**src/rtl/hexdisp_pkg.sv**
```systemverilog
// Shared constants and helpers for the hex display driver and its siblings.
package hexdisp_pkg;

  // Active-high gfedcba patterns for hex digits 0..F.
  localparam logic [6:0] SEG_LUT [16] = '{
    7'b0111111, 7'b0000110, 7'b1011011, 7'b1001111,
    7'b1100110, 7'b1101101, 7'b1111101, 7'b0000111,
    7'b1111111, 7'b1101111, 7'b1110111, 7'b1111100,
    7'b0111001, 7'b1011110, 7'b1111001, 7'b1110001
  };

  function automatic logic [6:0] seg_decode(input logic [3:0] nibble);
    return SEG_LUT[nibble];
  endfunction

  // Width of the digit index; at least one bit even for a single digit.
  function automatic int idx_w(input int digits);
    return $clog2(digits > 1 ? digits : 2);
  endfunction

endpackage

```
**src/rtl/hexdisp_prescaler.sv**
```systemverilog
// Free-running divider: tick is high for one cycle every CLK_DIV clocks.
module hexdisp_prescaler #(
  parameter int CLK_DIV = 50000
) (
  input  logic clk,
  input  logic reset,
  output logic tick
);

  localparam int CW = $clog2(CLK_DIV);

  logic [CW-1:0] cnt_q, cnt_d;

  assign tick  = (cnt_q == CW'(CLK_DIV - 1));
  assign cnt_d = tick ? '0 : cnt_q + 1'b1;

  always_ff @(posedge clk or posedge reset) begin
    if (reset) cnt_q <= '0;
    else       cnt_q <= cnt_d;
  end

endmodule

```
**src/rtl/hexdisp_mux.sv**
```systemverilog
// Time-multiplexed, double-buffered hex display driver.
// Define HEXDISP_LZB_EN to enable leading-zero blanking.
module hexdisp_mux
  import hexdisp_pkg::*;
#(
  parameter int DIGITS     = 4,
  parameter int CLK_DIV    = 50000,
  parameter int ACTIVE_LOW = 1
) (
  input  logic                clk,
  input  logic                reset,
  input  logic [4*DIGITS-1:0] value,
  input  logic [DIGITS-1:0]   dp_in,
  input  logic [DIGITS-1:0]   blank,
  input  logic                load,
  output logic                pending,
  output logic                frame,
  output logic [6:0]          seg,
  output logic                dp,
  output logic [DIGITS-1:0]   an
);

  localparam int   IW  = idx_w(DIGITS);
  localparam int   VW  = 4 * DIGITS;
  localparam logic POL = (ACTIVE_LOW != 0);

  logic tick, wrap;

  logic [VW-1:0]     sh_val_q, sh_val_d, act_val_q, act_val_d;
  logic [DIGITS-1:0] sh_dp_q, sh_dp_d, act_dp_q, act_dp_d;
  logic [DIGITS-1:0] sh_blk_q, sh_blk_d, act_blk_q, act_blk_d;
  logic              pending_q, pending_d;
  logic              frame_q;
  logic [IW-1:0]     idx_q, idx_d;
  logic [6:0]        seg_q, seg_d;
  logic              dp_q, dp_d;
  logic [DIGITS-1:0] an_q, an_d;

  logic [DIGITS-1:0] lzb_mask;
  logic [3:0]        cur_nib;
  logic              cur_dp, cur_off;

  hexdisp_prescaler #(.CLK_DIV(CLK_DIV)) u_presc (
    .clk   (clk),
    .reset (reset),
    .tick  (tick)
  );

  assign wrap = tick && (idx_q == IW'(DIGITS - 1));

  // A load coinciding with the wrap bypasses the shadow straight into active.
  always_comb begin
    sh_val_d  = load ? value : sh_val_q;
    sh_dp_d   = load ? dp_in : sh_dp_q;
    sh_blk_d  = load ? blank : sh_blk_q;
    act_val_d = act_val_q;
    act_dp_d  = act_dp_q;
    act_blk_d = act_blk_q;
    pending_d = pending_q | load;
    idx_d     = idx_q;
    if (tick) idx_d = wrap ? '0 : idx_q + 1'b1;
    if (wrap) begin
      pending_d = 1'b0;
      if (load) begin
        act_val_d = value;
        act_dp_d  = dp_in;
        act_blk_d = blank;
      end else if (pending_q) begin
        act_val_d = sh_val_q;
        act_dp_d  = sh_dp_q;
        act_blk_d = sh_blk_q;
      end
    end
  end

`ifdef HEXDISP_LZB_EN
  always_comb begin : lzb_calc
    logic run;
    lzb_mask = '0;
    run      = 1'b1;
    for (int i = DIGITS - 1; i > 0; i--) begin
      run         = run & (act_val_q[4*i +: 4] == 4'h0);
      lzb_mask[i] = run & ~act_dp_q[i];
    end
  end
`else
  assign lzb_mask = '0;
`endif

  always_comb begin
    cur_nib = 4'h0;
    cur_dp  = 1'b0;
    cur_off = 1'b0;
    an_d    = '0;
    for (int i = 0; i < DIGITS; i++) begin
      if (idx_q == IW'(i)) begin
        cur_nib = act_val_q[4*i +: 4];
        cur_dp  = act_dp_q[i];
        cur_off = act_blk_q[i] | lzb_mask[i];
        an_d[i] = ~tick;
      end
    end
    seg_d = (cur_off ? 7'h00 : seg_decode(cur_nib)) ^ {7{POL}};
    dp_d  = (cur_dp & ~cur_off) ^ POL;
    an_d  = an_d ^ {DIGITS{POL}};
  end

  always_ff @(posedge clk or posedge reset) begin
    if (reset) begin
      sh_val_q  <= '0;
      sh_dp_q   <= '0;
      sh_blk_q  <= '0;
      act_val_q <= '0;
      act_dp_q  <= '0;
      act_blk_q <= '0;
      pending_q <= 1'b0;
      frame_q   <= 1'b0;
      idx_q     <= '0;
      seg_q     <= {7{POL}};
      dp_q      <= POL;
      an_q      <= {DIGITS{POL}};
    end else begin
      sh_val_q  <= sh_val_d;
      sh_dp_q   <= sh_dp_d;
      sh_blk_q  <= sh_blk_d;
      act_val_q <= act_val_d;
      act_dp_q  <= act_dp_d;
      act_blk_q <= act_blk_d;
      pending_q <= pending_d;
      frame_q   <= wrap;
      idx_q     <= idx_d;
      seg_q     <= seg_d;
      dp_q      <= dp_d;
      an_q      <= an_d;
    end
  end

  assign pending = pending_q;
  assign frame   = frame_q;
  assign seg     = seg_q;
  assign dp      = dp_q;
  assign an      = an_q;

endmodule
```
**config.mk**
```make
export PLATFORM = sky130hd
export DESIGN_NAME = hexdisp_mux
export DESIGN_NICKNAME = d
export VERILOG_FILES = /design/src/rtl/hexdisp_pkg.sv /design/src/rtl/hexdisp_prescaler.sv /design/src/rtl/hexdisp_mux.sv
export SDC_FILE = /design/constraint.sdc
export NUM_CORES = 1
export LEC_CHECK = 0
export BUFFER_PORTS_ARGS = -buffer_cell sky130_fd_sc_hd__buf_2
export CORE_MARGIN = 2
export CORE_UTILIZATION = 55
export CTS_BUF_LIST = sky130_fd_sc_hd__clkbuf_4 sky130_fd_sc_hd__clkbuf_8 sky130_fd_sc_hd__clkbuf_16
export DETAILED_ROUTE_END_ITERATION = 8
export PLACE_DENSITY = 0.76
export SYNTH_ARGS = -nofsm -noshare
export SYNTH_HDL_FRONTEND = slang
export SYNTH_HIERARCHICAL = 1
export SYNTH_SLANG_ARGS = --single-unit
export TNS_END_PERCENT = 20
```
**constraint.sdc**
```tcl
create_clock -name clk -period 3.26 [get_ports clk]
set_input_delay 0.326 -clock clk [delete_from_list [all_inputs] [get_ports clk]]
set_output_delay 0.326 -clock clk [all_outputs]
set_load 0.005 [all_outputs]
```
# [Yosys cells after proc, flatten, opt, wreduce, memory -nomap -nowiden]
# Memory sizes are Yosys's and may differ from the RTL's.
# Index checks and enable logic that the tools add are counted.
[totals] register_bits=80 latch_bits=0 mem_bits_rw=0 romBits=112 in_bits=27 wordCells=61 mem_count=1
[memory_table] memory="(no name shown)" depth=16 width=7 read_ports=1 rd_clocked_by_memory_dff=0 wr=0 line_no="hexdisp_pkg.sv:13" rtl="return SEG_LUT[nibble];"
[op_classes] addsub=2 mul=0 n_div=0 n_lt_le_gt_ge=1 eq_ne=4 shifts=0 n_mux=28 n_bitwise=8 n_reduce_logical=4
[ops] cell="16-bit two-way mux" n=3
[ops] cell="4-bit two-way mux" n=8
[ops] cell="7-bit two-way mux" n=3
[ops] cell="16-bit by 1-bit adder with 16-bit output (second input constant)" n=1
[ops] cell="16-bit == test (second input constant)" n=1
[ops] cell="1-bit two-way mux" n=13
[ops] cell="7-bit NOT" n=1
[ops] cell="5-bit >= comparator (second input constant)" n=1
[ops] cell="4-bit NOT with 5-bit output" n=1
[ops] cell="2-bit == test (second input constant)" n=2
[ops] cell="4-bit NOT" n=1
[ops] cell="1-bit NOT" n=3
[ops] cell="2-bit by 1-bit adder with 2-bit output (second input constant)" n=1
[ops] cell="2-bit by 1-bit == test with 1-bit output (second input constant)" n=1
[ops] cell="2-bit logical NOT" n=1
[ops] cell="2-bit two-way mux" n=1
[ops] cell="2-bit AND reduction" n=1
[ops] cell="2-bit nonzero test" n=1
[ops] cell="1-bit AND" n=1
[ops] cell="1-bit logical AND" n=1
[ops] cell="1-bit bitwise OR" n=1

# [Logic depth before layout (Yosys ltp)]
# Gate-level depths: netlist (run 1).
[logic_depth] ltp_word=11 depth_mapped=10 ltp_nobuf=10

# [Cells and area by module]
# Netlist (run 1), hierarchy kept.
[by_module_without_submodules] module="hexdisp_mux" n_inst=1 cells_each=211 area_per_inst_um2=2840.2
[by_module_without_submodules] module="hexdisp_prescaler" n_inst=1 cells_each=68 area_per_inst_um2=757.0

# [Least setup slack after synthesis (run 1)]
# OpenSTA, ideal clock, no wires.
[synth_path] path_type="register to register" start="reg u_presc.cnt_q[4]" end="reg act_val_q[2]" setup_ns=0.128 arrival_ns=2.343 t_required_ns=3.132 slack_ns=0.790 path_stages_with_launch=7 period_less_slack_ns=2.470 path_cell_list="dfrtp_1 -> or4b_4 -> nor4_4 -> and2_1 -> o21ai_2 -> buf_4 -> mux2_1"
[synth_via] elab_chain_len=3
[synth_lines] item="start: declaration" line_no="hexdisp_prescaler.sv:12" rtl="logic [CW-1:0] cnt_q, cnt_d;"
[synth_lines] item="start signal: assignment" line_no="hexdisp_prescaler.sv:19" rtl="else cnt_q <= cnt_d;"
[synth_lines] item="16-bit == test" line_no="hexdisp_prescaler.sv:14" rtl="assign tick = (cnt_q == CW'(CLK_DIV - 1));"
[synth_lines] item="net tick" line_no="hexdisp_mux.sv:27" rtl="logic tick, wrap;"
[synth_lines] item="1-bit logical AND" line_no="hexdisp_mux.sv:49" rtl="assign wrap = tick && (idx_q == IW'(DIGITS - 1));"
[synth_lines] item="net wrap" line_no="hexdisp_mux.sv:27"
[synth_lines] item="2-bit AND reduction (no source line)"
[synth_lines] item="end signal: assignment" line_no="hexdisp_mux.sv:126" rtl="act_val_q <= act_val_d;"
[synth_lines] item="end: declaration" line_no="hexdisp_mux.sv:29" rtl="logic [VW-1:0] sh_val_q, sh_val_d, act_val_q, act_val_d;"
# The timed path passes the listed nets, and every way through them passes these cells.
# A chain may end at the register's enable or synchronous reset.

# [Final worst setup path (run 1)]
[layout_path] start="reg idx_q[0]" end="reg seg_q[3] (netlist: seg[3])"
[layout_via] elab_chain_len=11 word_cells_on_any_way=18 classes_between="3 x eq/ne; 11 x mux; 2 x bitwise; 1 x reduce/logical; 1 x memory"
[layout_lines] item="start: declaration" line_no="hexdisp_mux.sv:34" rtl="logic [IW-1:0] idx_q, idx_d;"
[layout_lines] item="start signal: assignment" line_no="hexdisp_mux.sv:131" rtl="idx_q <= idx_d;"
[layout_lines] item="2-bit logical NOT" line_no="hexdisp_mux.sv:96" rtl="if (idx_q == IW'(i)) begin"
[layout_lines] item="4-bit two-way mux (4 in series)" line_no="hexdisp_mux.sv:96"
[layout_lines] item="4-bit NOT with 5-bit output (not written as such)" line_no="hexdisp_pkg.sv:13"
[layout_lines] item="memory 16 x 7 bit"
[layout_lines] item="7-bit two-way mux (not written as such) (2 in series)" line_no="hexdisp_pkg.sv:13"
[layout_lines] item="7-bit two-way mux *" line_no="hexdisp_mux.sv:103" rtl="seg_d = (cur_off ? 7'h00 : seg_decode(cur_nib)) ^ {7{POL}};"
[layout_lines] item="7-bit NOT (no source line) *"
[layout_lines] item="net seg_d[3]" line_no="hexdisp_mux.sv:35" rtl="logic [6:0] seg_q, seg_d;"
[layout_lines] item="end signal: assignment" line_no="hexdisp_mux.sv:119" rtl="seg_q <= {7{POL}};"
[layout_lines] item="end signal: assignment" line_no="hexdisp_mux.sv:132" rtl="seg_q <= seg_d;"
[layout_lines] item="end: declaration" line_no="hexdisp_mux.sv:35"
# The timed path passes the listed nets; every way through them passes the cells marked *. The select of a mux whose other input is x is not followed.

==> flow_metrics.py, run 1 <==
metrics = {
    "yosys": {
        "synthesis.yosys.warnings": 6,
        "synthArstFlopShare_pct": 100,
        "mappedNetlistArea_sq_mm": 0.00360,
        "synth_area_leader_cell": "sky130_fd_sc_hd__dfrtp_1",
        "synth-seq-cells": 80,
        "leading_post_synthesis_cells_by_cell_area": "sky130_fd_sc_hd__dfrtp_1 (47%), sky130_fd_sc_hd__mux2_2 (13%), sky130_fd_sc_hd__dfstp_2 (8.8%), sky130_fd_sc_hd__ha_1 (3.8%), sky130_fd_sc_hd__nand2_1 (2.2%)",
        "synth_enable_flop_cells": 0,
        "postSynthNetCount": 317,
        "syn_area_per_cell_sq_um": 12.9,
        "synth_cells": 279,
        "ys_dominant_reg_cell": "sky130_fd_sc_hd__dfrtp_1",
        "ys_types": 53,
        "share_of_the_yosys_chip_area_belonging_to_registers_pct": 56.1,
        "synth_top_cell_area_share_pct": 47.3,
    },
    "cells_and_area": {
        "antennaDiodeCount": 0,
        "mostFrequentLayoutCell": "sky130_fd_sc_hd__dfrtp_1",
        "layout.cells.most_common_list": "sky130_fd_sc_hd__dfrtp_1 (68), sky130_fd_sc_hd__mux2_2 (42), sky130_fd_sc_hd__buf_2 (40)",
        "finalNetCount": 363,
        "syn2layout_area_growth_pct": 13.6,
        "postLayoutCoreUtil_pct": 64.4,
        "design_area_sq_mm": 0.00409,
        "fillCellCount": 496,
        "final_cells": 407,
        "multi_input_area_sq_mm": 0.00149,
        "drive_above_1_share_pct": 38.5,
        "register_area_sq_mm": 0.00202,
    },
    "timing": {
        "hold_fails_final_rpt": 0,
        "period_minus_slack_ps": 2380,
        "rsz_0062_raised_after_global_routing": "no",
        "timing_worst_slew_pin_value_ps": 980,
        "timing.max_slew.rel_slack_pct": 34.6,
        "finalSetupViolations": 0,
        "fin_tns_setup_ps": 0,
        "fmax_mhz": 419,
        "fin_crit_sh_pct": 73.1,
        "worst_slack_ps": 875,
        "final_max_slew_viols": 0,
        "worst_clock_skew_ps": 10.7,
    },
    "critical_path": {
        "end_kind": "flip-flop",
        "worst-path-max-fanout": 8,
        "cp.required_ps": 3530,
        "worst_setup_path_class": "flip-flop to flip-flop",
        "cp.arrival_ps": 2650,
        "crit_path_start_kind": "flip-flop",
    },
    "clock_tree": {
        "cts_made_buffers": 9,
        "ctsRootBufferMaster": "sky130_fd_sc_hd__clkbuf_8",
        "clk_transition_reported_paths_ps": 90,
        "cts_tree": "built",
        "cts-htree-levels": 3,
        "clock_latency_ps": 360,
        "holdBufCountCts": 0,
        "maximum_root_to_sink_buffer_count": 2,
        "cts_num_sinks": 80,
        "cts_setup_buffers": 0,
        "cts.repair.resized": 0,
    },
    "drt": {
        "routed-via-count": 2272,
        "route.antenna.remaining_nets": 0,
        "first_iter_violations": 107,
        "detail_route.wirelength_mm": 6.51,
        "route.detailed.drc": 0,
        "post_drt_wl_per_cell_microns": 16.0,
        "drtPass1Iterations": 4,
        "detail_route.vias_per_cell": 5.58,
    },
    "floorplan": {
        "coreArea_sq_mm": 0.00635,
        "floorplan.io_pins": 41,
        "die_width_microns": 84.9,
        "die_area_sq_mm": 0.00720,
        "rows": 29,
        "effective_utilization_at_floorplan_pct": 56.7,
        "vert_die_dim_microns": 84.9,
    },
    "place": {
        "dpl.hpwl_mm": 4.55,
        "io_buffers": 40,
        "post_dp_cell_area_sq_mm": 0.00386,
        "globalplace.congestion": 0.787,
        "placed_cells_incl_taps": 391,
        "pre_cts_slack_ps": 919,
    },
    "grt": {
        "track_usage_pct": 19.4,
        "maximum_number_of_pins_on_one_net_before_global_route_repair": 51,
        "overflow": 0,
        "grt_pass1_wl_mm": 10.9,
        "number_of_global_route_vias_before_repair": 2311,
        "grt_antenna_before_repair": 0,
    },
    "pwr": {
        "pwr_density_cell_mw_per_mm2": 474,
        "ir_drop_v": 0.000288,
        "p_leak_uw": 0.00192,
    },
    "flow_run": {
        "max_cap_violations": 0,
    },
    "worst_hold_path": {
        "hold_path.class": "input port to asynchronous set/reset pin",
    },
    "run_status": {
        "status": "finished clean",
    },
}
[power breakdown]
| part | internal [uW] | switching [uW] |
|---|---|---|
| Combinational | 39.1 | 45.4 |
| Clock | 439 | 386 |
| Sequential | 1020 | 7.16 |
| Total | 1500 | 438 |
[registers in the layout, indices dropped and copies added (netlist names)]
name,flops
an,4
sh_dp_q,4
act_blk_q,4
act_dp_q,4
dp,1
sh_blk_q,4
frame,1
pending,1
seg,7
sh_val_q,16
idx_q,2
act_val_q,16
u_presc/cnt_q,16
[final cells by class]
cell class	instances	area share (%)
clock buffer	9	3.03
clock inverter	7	2.51
inverter	8	0.735
multi-input combinational	183	36.6
sequential	80	49.4
tap	77	2.36
timing repair buffer	43	5.45
[critical path, cell delays in order (launching register included)]
cell	delay (ps)
sky130_fd_sc_hd__dfrtp_1	410
sky130_fd_sc_hd__inv_1	120
sky130_fd_sc_hd__ha_1	350
sky130_fd_sc_hd__or3b_1	400
sky130_fd_sc_hd__o21ai_2	70
sky130_fd_sc_hd__a31oi_2	80
sky130_fd_sc_hd__inv_1	170
sky130_fd_sc_hd__ha_1	200
sky130_fd_sc_hd__o21ai_0	90
sky130_fd_sc_hd__and4b_1	210
sky130_fd_sc_hd__a41oi_1	180
[cell families (layout without fill, tap and decap cells)]
| group | after synthesis | after routing | share of synthesized area [%] |
|---|---|---|---|
| DFF | 80 | 80 | 56.1 |
| adders and majority gates | 11 | 11 | 3.83 |
| and+or+nand+nor | 77 | 77 | 12.1 |
| buffers and inverters | 16 | 67 | 2.40 |
| AOI/OAI and AO/OA | 31 | 31 | 6.61 |
| xor gates and xnor gates | 12 | 12 | 2.92 |
| muxes | 52 | 52 | 16.1 |
[metrics by stage]
step	hold slack (ps)	total power [uW]
CTS	55.5	1960
global placement	434	1130
detailed placement	449	1140
floorplan	240	1100
global route	97.0	2000
finish	55.9	1940
[cells in the mapped netlist, types with 5 or more instances]
| cell | instances |
|---|---|
| sky130_fd_sc_hd__a21oi_1 | 6 |
| sky130_fd_sc_hd__dfrtp_1 | 68 |
| sky130_fd_sc_hd__dfstp_2 | 12 |
| sky130_fd_sc_hd__ha_1 | 11 |
| sky130_fd_sc_hd__inv_1 | 7 |
| sky130_fd_sc_hd__mux2_1 | 5 |
| sky130_fd_sc_hd__mux2_2 | 42 |
| sky130_fd_sc_hd__mux2i_1 | 5 |
| sky130_fd_sc_hd__nand2_1 | 21 |
| sky130_fd_sc_hd__nand2b_1 | 5 |
| sky130_fd_sc_hd__nand3_1 | 7 |
| sky130_fd_sc_hd__nand4_1 | 6 |
| sky130_fd_sc_hd__nor2_1 | 13 |
| sky130_fd_sc_hd__o21ai_0 | 6 |
| sky130_fd_sc_hd__xnor2_1 | 5 |
| sky130_fd_sc_hd__xor2_1 | 7 |
[metal layers]
layer | global-route usage, % | wire [microns] | part of all wire [%]
met3 | 3.50 | 216 | 3.3
met1 | 25.6 | 2950 | 45
met2 | 31.5 | 3210 | 49
met4 | 8.66 | 123 | 1.9
met5 | 0 | 0 | 0
[worst paths after layout]
path                                     startpoint                         end  slack (ps)  depth (start not counted)
max                            idx_q[0]$_DFFE_PP0P_            seg[3]$_DFF_PP1_         880                         10
min                                           reset  u_presc/cnt_q[7]$_DFF_PP0_          60                          2
min reg2reg                sh_val_q[10]$_DFFE_PP0P_    sh_val_q[10]$_DFFE_PP0P_         500                          1
max reg2reg                    idx_q[0]$_DFFE_PP0P_            seg[3]$_DFF_PP1_         880                         10
max in group asynchronous                     reset            seg[6]$_DFF_PP1_        2210                          3
min in group clk                           value[7]     sh_val_q[7]$_DFFE_PP0P_         220                          2
Note: power is estimated with default switching activity, not from simulation.
==> run 2, diff against run 1 <==
--- a/config.mk
+++ b/config.mk
@@ -5,12 +5,13 @@
 export SDC_FILE = /design/constraint.sdc
 export NUM_CORES = 1
 export LEC_CHECK = 0
+export ABC_AREA = 1
 export BUFFER_PORTS_ARGS = -buffer_cell sky130_fd_sc_hd__buf_2
 export CORE_MARGIN = 2
-export CORE_UTILIZATION = 55
+export CORE_UTILIZATION = 52
 export CTS_BUF_LIST = sky130_fd_sc_hd__clkbuf_4 sky130_fd_sc_hd__clkbuf_8 sky130_fd_sc_hd__clkbuf_16
 export DETAILED_ROUTE_END_ITERATION = 8
-export PLACE_DENSITY = 0.76
+export PLACE_DENSITY = 0.75
 export SYNTH_ARGS = -nofsm -noshare
 export SYNTH_HDL_FRONTEND = slang
 export SYNTH_HIERARCHICAL = 1
==> constraint.sdc (replaced) <==
create_clock -name clk -period 2 [get_ports clk]
set_input_delay 0.2 -clock clk [delete_from_list [all_inputs] [get_ports clk]]
set_output_delay 0.2 -clock clk [all_outputs]
set_load 0.005 [all_outputs]
==> flow_metrics.py, run 2 <==
metrics = {
    "flow_run": {
        "max_cap_violations": 0,
    },
    "place": {
        "io_buffers": 40,
        "dpl.hpwl_mm": 5.10,
        "globalplace.congestion": 0.880,
        "post_dp_cell_area_sq_mm": 0.00406,
    },
    "yosys": {
        "synthArstFlopShare_pct": 100,
        "synthesis.yosys.warnings": 6,
        "yosysMostFrequentCell": "sky130_fd_sc_hd__nand2_1",
        "synth_top_cell_area_share_pct": 45.7,
        "mappedNetlistArea_sq_mm": 0.00372,
        "synth_enable_flop_cells": 0,
        "share_of_the_yosys_chip_area_belonging_to_registers_pct": 54.1,
        "leading_post_synthesis_cells_by_cell_area": "sky130_fd_sc_hd__dfrtp_1 (46%), sky130_fd_sc_hd__nand2_1 (17%), sky130_fd_sc_hd__dfstp_2 (8.5%), sky130_fd_sc_hd__inv_1 (4.3%), sky130_fd_sc_hd__nor2_1 (4.1%)",
        "synth_area_leader_cell": "sky130_fd_sc_hd__dfrtp_1",
        "ys_dominant_reg_cell": "sky130_fd_sc_hd__dfrtp_1",
        "postSynthNetCount": 483,
        "ys_types": 29,
        "netlist_top_cells_count": "sky130_fd_sc_hd__nand2_1 (165), sky130_fd_sc_hd__dfrtp_1 (68), sky130_fd_sc_hd__inv_1 (43), sky130_fd_sc_hd__nor2_1 (41), sky130_fd_sc_hd__nand3_1 (19)",
        "syn_area_per_cell_sq_um": 8.37,
        "synth_cells": 445,
        "synth-seq-cells": 80,
    },
    "cells_and_area": {
        "syn2layout_area_growth_pct": 15.5,
        "layout.cells.most_common_list": "sky130_fd_sc_hd__nand2_1 (165), sky130_fd_sc_hd__dfrtp_1 (67), sky130_fd_sc_hd__inv_1 (40), sky130_fd_sc_hd__nor2_1 (40), sky130_fd_sc_hd__buf_2 (40)",
        "antennaDiodeCount": 0,
        "drive_above_1_share_pct": 21.2,
        "design_area_sq_mm": 0.00430,
        "finalNetCount": 532,
        "top_registers": "act_val_q x16, sh_val_q x16, u_presc/cnt_q x16",
        "mostFrequentLayoutCell": "sky130_fd_sc_hd__nand2_1",
    },
    "floorplan": {
        "die_area_sq_mm": 0.00786,
        "rows": 30,
        "vert_die_dim_microns": 88.6,
        "coreArea_sq_mm": 0.00687,
        "floorplan.io_pins": 41,
        "die_width_microns": 88.6,
        "effective_utilization_at_floorplan_pct": 54.2,
    },
    "timing": {
        "final_max_slew_viols": 0,
        "worst_hold_slack_ps": 60.6,
        "timing.max_slew.rel_slack_pct": 60.9,
        "worst_clock_skew_ps": 16.5,
        "rsz_0062_raised_after_global_routing": "no",
        "hold_fails_final_rpt": 0,
        "period_minus_slack_ps": 1850,
        "fin_crit_sh_pct": 92.3,
        "finalSetupViolations": 0,
        "timing_worst_slew_pin_value_ps": 586,
        "fmax_mhz": 541,
        "fin_tns_setup_ps": 0,
    },
    "clock_tree": {
        "ctsRootBufferMaster": "sky130_fd_sc_hd__clkbuf_8",
        "cts_tree": "built",
        "cts_num_sinks": 80,
        "maximum_root_to_sink_buffer_count": 2,
        "clk_transition_reported_paths_ps": 90,
        "clock_latency_ps": 350,
        "cts-htree-levels": 3,
        "cts_made_buffers": 9,
    },
    "critical_path": {
        "cp.depth": 10,
        "capture_instance_of_the_worst_register_to_register_path": "seg[3]$_DFF_PP1_",
        "setup.reg_to_reg.worst_slack_ps": 150,
        "crit_path_start_kind": "flip-flop",
        "end_kind": "flip-flop",
        "cp.required_ps": 2280,
        "worst-path-max-fanout": 7,
        "cp_top_family": "adder cells",
        "worst_setup_path_class": "flip-flop to flip-flop",
        "slowest_delay_ps": 410,
        "worst_r2r_path_depth": 10,
        "crit_path_cell_chain": "buf_4 > ha_4 > a21oi_1 > nand2_1 > a21boi_2 > ha_1 > inv_1 > nand2_1 > nand3_1 > nand3_1",
        "r2r_startpoint": "idx_q[1]$_DFFE_PP0P_",
        "critical_path_buf_inv_count": 2,
        "cp.arrival_ps": 2130,
        "slowest_cp_cell": "sky130_fd_sc_hd__dfrtp_1",
    },
    "grt": {
        "overflow": 0,
        "grt_antenna_before_repair": 0,
        "number_of_global_route_vias_before_repair": 2758,
        "grt_pass1_wl_mm": 12.3,
        "maximum_number_of_pins_on_one_net_before_global_route_repair": 65,
        "track_usage_pct": 20.5,
    },
    "pwr": {
        "ir_drop_v": 0.000545,
        "p_leak_uw": 0.00224,
        "pwr_density_cell_mw_per_mm2": 704,
    },
    "run_status": {
        "status": "finished clean",
    },
    "drt": {
        "first_iter_violations": 161,
        "route.antenna.remaining_nets": 0,
        "drtPass1Iterations": 4,
        "detail_route.vias_per_cell": 4.92,
        "detail_route.wirelength_mm": 7.14,
        "routed-via-count": 2930,
        "route.detailed.drc": 0,
        "post_drt_wl_per_cell_microns": 12.0,
    },
    "worst_hold_path": {
        "hold-path-cell-count": 3,
        "hold_path.class": "input port to flip-flop",
        "timing.hold.worst.start": "value[4]",
        "hold_path_end": "sh_val_q[4]$_DFFE_PP0P_",
    },
}
## run 2: final cells by class
class                           count  area [sq um]
Multi-Input combinational cell    306          1510
Tap cell                           96           120
Fill cell                         598          2570
Inverter                           47           179
Clock buffer                        9           124
Timing Repair Buffer               50           303
Sequential cell                    80          2020
Clock inverter                      7          47.5
## run 2: cell families (layout without fill, tap and decap cells)
kind of cell | Yosys count | after routing | synth area share [%]
adders and majority gates | 11 | 11 | 3.69
xor gates and xnor gates | 5 | 5 | 1.18
and+or+nand+nor | 240 | 240 | 26.4
AOI/OAI and AO/OA | 50 | 50 | 8.00
buffers and inverters | 59 | 113 | 6.58
DFF | 80 | 80 | 54.1
## run 2: per-stage QoR
stage	utilization, %	cells	setup slack, ps	total power, uW
after CTS	61.8	594	43.7	3070
after global routing	62.6	595	4.68	3200
after floorplan	-	445	176	1930
final	62.6	595	153	3030
after global placement	59.1	577	123	2010
after detailed placement	59.1	577	58.0	2020
## run 2: repair_timing
action	4_1_cts	5_1_grt
hold buffers	1	0
buffers inserted	0	1
resized for setup	0	14
endpoints found under the setup margin	0	15
hold endpoints to repair	68	0
## run 2: worst register-to-register path: stages, from the launching register on
cell and delay (ps):
sky130_fd_sc_hd__dfrtp_1 410, sky130_fd_sc_hd__buf_4 150, sky130_fd_sc_hd__ha_4 180, sky130_fd_sc_hd__a21oi_1 120, sky130_fd_sc_hd__nand2_1 100, sky130_fd_sc_hd__a21boi_2 250
sky130_fd_sc_hd__ha_1 280, sky130_fd_sc_hd__inv_1 50, sky130_fd_sc_hd__nand2_1 70, sky130_fd_sc_hd__nand3_1 90, sky130_fd_sc_hd__nand3_1 70
## run 2: worst max path at each step
stage,startpoint,slack [ps],to
finish,idx_q[1]$_DFFE_PP0P_,150,seg[3]$_DFF_PP1_
global placement,idx_q[1]$_DFFE_PP0P_,120,seg[3]$_DFF_PP1_
CTS,idx_q[1]$_DFFE_PP0P_,40,seg[3]$_DFF_PP1_
floorplan,u_presc/cnt_q[0]$_DFF_PP0_,180,act_blk_q[1]$_DFFE_PP0P_
detailed placement,idx_q[1]$_DFFE_PP0P_,60,seg[3]$_DFF_PP1_
global route,idx_q[0]$_DFFE_PP0P_,5,seg[3]$_DFF_PP1_
## run 2: per-layer routing
layer	vias up	GRT usage [%]	share of wire (%)
met3	20	3.73	3.3
met2	70	30.5	45
met4	0	12.0	3.7
met1	1353	28.1	48
met5	-	0	0
li1	1487	-	-
## run 2: report_power, final
group / leakage, uW / switching, uW / total [uW] / internal (uW)
clock network: 0.0000854 / 592 / 1040 / 450
registers: 0.000986 / 26.9 / 1740 / 1710
logic: 0.00116 / 156 / 249 / 92.4
==> run 3, diff against run 2 <==
--- a/config.mk
+++ b/config.mk
@@ -11,6 +11,7 @@
 export CORE_UTILIZATION = 52
 export CTS_BUF_LIST = sky130_fd_sc_hd__clkbuf_4 sky130_fd_sc_hd__clkbuf_8 sky130_fd_sc_hd__clkbuf_16
 export DETAILED_ROUTE_END_ITERATION = 8
+export HOLD_SLACK_MARGIN = 0.12
 export PLACE_DENSITY = 0.75
 export SYNTH_ARGS = -nofsm -noshare
 export SYNTH_HDL_FRONTEND = slang
==> flow_metrics.py, run 3 (synthesis gave the netlist of run 2 again) <==
metrics = {
    "cells_and_area": {
        "drive_above_1_share_pct": 20.3,
        "syn2layout_area_growth_pct": 21.9,
        "design_area_sq_mm": 0.00454,
        "final_cells": 619,
        "finalNetCount": 556,
        "fillCellCount": 578,
        "register_area_sq_mm": 0.00202,
        "mostFrequentLayoutCell": "sky130_fd_sc_hd__nand2_1",
        "antennaDiodeCount": 0,
        "layout.cells.most_common_list": "sky130_fd_sc_hd__nand2_1 (165), sky130_fd_sc_hd__dfrtp_1 (67), sky130_fd_sc_hd__inv_1 (40), sky130_fd_sc_hd__nor2_1 (40), sky130_fd_sc_hd__buf_2 (40)",
        "multi_input_area_sq_mm": 0.00151,
        "top_registers": "act_val_q x16, sh_val_q x16, u_presc/cnt_q x16",
    },
    "timing": {
        "fin_tns_setup_ps": 0,
        "fmax_mhz": 541,
        "fin_crit_sh_pct": 92.4,
        "period_minus_slack_ps": 1850,
        "final_max_slew_viols": 0,
        "timing.max_slew.rel_slack_pct": 60.7,
        "worst_clock_skew_ps": 16.6,
        "finalSetupViolations": 0,
        "rsz_0062_raised_after_global_routing": "no",
        "hold_fails_final_rpt": 0,
        "timing_worst_slew_pin_value_ps": 588,
    },
    "place": {
        "io_buffers": 40,
        "post_dp_cell_area_sq_mm": 0.00406,
        "dpl.hpwl_mm": 5.10,
        "globalplace.congestion": 0.880,
        "placed_cells_incl_taps": 577,
    },
    "critical_path": {
        "slowest_cp_cell": "sky130_fd_sc_hd__dfrtp_1",
        "setup.reg_to_reg.worst_slack_ps": 150,
        "critical_path_buf_inv_count": 2,
        "crit_path_start_kind": "flip-flop",
        "crit_path_cell_chain": "buf_4 > ha_4 > a21oi_1 > nand2_1 > a21boi_2 > ha_1 > inv_1 > nand2_1 > nand3_1 > nand3_1",
        "cp.arrival_ps": 2130,
        "cp_top_family": "adder cells",
        "cp.required_ps": 2280,
        "end_kind": "flip-flop",
        "worst_setup_path_class": "flip-flop to flip-flop",
        "worst-path-max-fanout": 7,
        "slowest_delay_ps": 410,
    },
    "clock_tree": {
        "cts_num_sinks": 80,
        "clk_transition_reported_paths_ps": 80,
        "cts_made_buffers": 9,
        "clock_latency_ps": 350,
        "cts_tree": "built",
        "cts-htree-levels": 3,
        "maximum_root_to_sink_buffer_count": 2,
        "ctsRootBufferMaster": "sky130_fd_sc_hd__clkbuf_8",
    },
    "floorplan": {
        "die_width_microns": 88.6,
        "rows": 30,
        "effective_utilization_at_floorplan_pct": 54.2,
        "vert_die_dim_microns": 88.6,
        "floorplan.io_pins": 41,
        "die_area_sq_mm": 0.00786,
        "coreArea_sq_mm": 0.00687,
    },
    "pwr": {
        "ir_drop_v": 0.000525,
        "p_leak_uw": 0.00234,
        "pwr_density_cell_mw_per_mm2": 673,
    },
    "drt": {
        "route.detailed.drc": 0,
        "detail_route.vias_per_cell": 4.89,
        "detail_route.wirelength_mm": 7.35,
        "drtPass1Iterations": 4,
        "routed-via-count": 3024,
        "route.antenna.remaining_nets": 0,
        "post_drt_wl_per_cell_microns": 11.9,
        "first_iter_violations": 144,
    },
    "grt": {
        "grt_pass1_wl_mm": 12.7,
        "number_of_global_route_vias_before_repair": 2881,
        "grt_antenna_before_repair": 0,
        "overflow": 0,
        "track_usage_pct": 21.2,
        "maximum_number_of_pins_on_one_net_before_global_route_repair": 65,
    },
    "flow_run": {
        "max_cap_violations": 0,
    },
    "run_status": {
        "status": "finished clean",
    },
    "worst_hold_path": {
        "hold_path.class": "input port to flip-flop",
    },
}
-- run 3: changes by cell type in the layout (fill, tap and decap cells not counted), sizes merged --
| cell | previous run | this run |
|---|---|---|
| dlygate4sd3 | 1 | 25 |
-- run 3: repair_timing --
item	CTS	global route
endpoints found under the setup margin	0	15
hold buffers	25	0
buffers inserted	0	1
hold endpoints to repair	103	0
resized for setup	0	14
-- run 3: final cells by class --
class / instances / area share (%)
inverters: 47 / 3.94
well taps: 96 / 2.64
repair buffers: 74 / 12.0
flip-flops and latches: 80 / 44.4
multi-input cells: 306 / 33.3
clock inverters: 7 / 1.05
clock buffers: 9 / 2.73
-- run 3: worst min-delay path: cells and delay by family --
kind | cells | cell delay [ps]
buffers and inverters | 2 | 270
AND/OR/NAND/NOR | 2 | 170
-- run 3: path summary, 6_finish.rpt --
path | from | endpoint | cells past startpoint
min | load | sh_val_q[3]$_DFFE_PP0P_ | 4
min in group asynchronous | reset | act_val_q[12]$_DFFE_PP0P_ | 4
max | idx_q[1]$_DFFE_PP0P_ | seg[3]$_DFF_PP1_ | 10
max in group asynchronous | reset | u_presc/cnt_q[3]$_DFF_PP0_ | 3
min reg2reg | sh_val_q[0]$_DFFE_PP0P_ | sh_val_q[0]$_DFFE_PP0P_ | 2
max reg2reg | idx_q[1]$_DFFE_PP0P_ | seg[3]$_DFF_PP1_ | 10
-- run 3: power breakdown --
group,switching [uW],internal [uW]
logic,162,123
registers,27.2,1710
clock network,586,449
total,775,2280
-- run 3: through the flow --
stage | total power, uW | worst slack [ps] | hold slack [ps] | util (%)
after floorplan | 1930 | 176 | 114 | -
after detailed placement | 2020 | 58.0 | 322 | 59.1
after global placement | 2010 | 123 | 297 | 59.1
after global routing | 3230 | 4.68 | 356 | 66.1
final | 3060 | 153 | 324 | 66.1
after CTS | 3110 | 43.7 | 317 | 65.3
-- run 3: per-layer routing --
metal / global-route usage (%) / part of all wire (%)
met4: 12.0 / 3.6
met3: 3.73 / 3.4
met2: 32.6 / 46
met1: 28.4 / 47
met5: 0 / 0
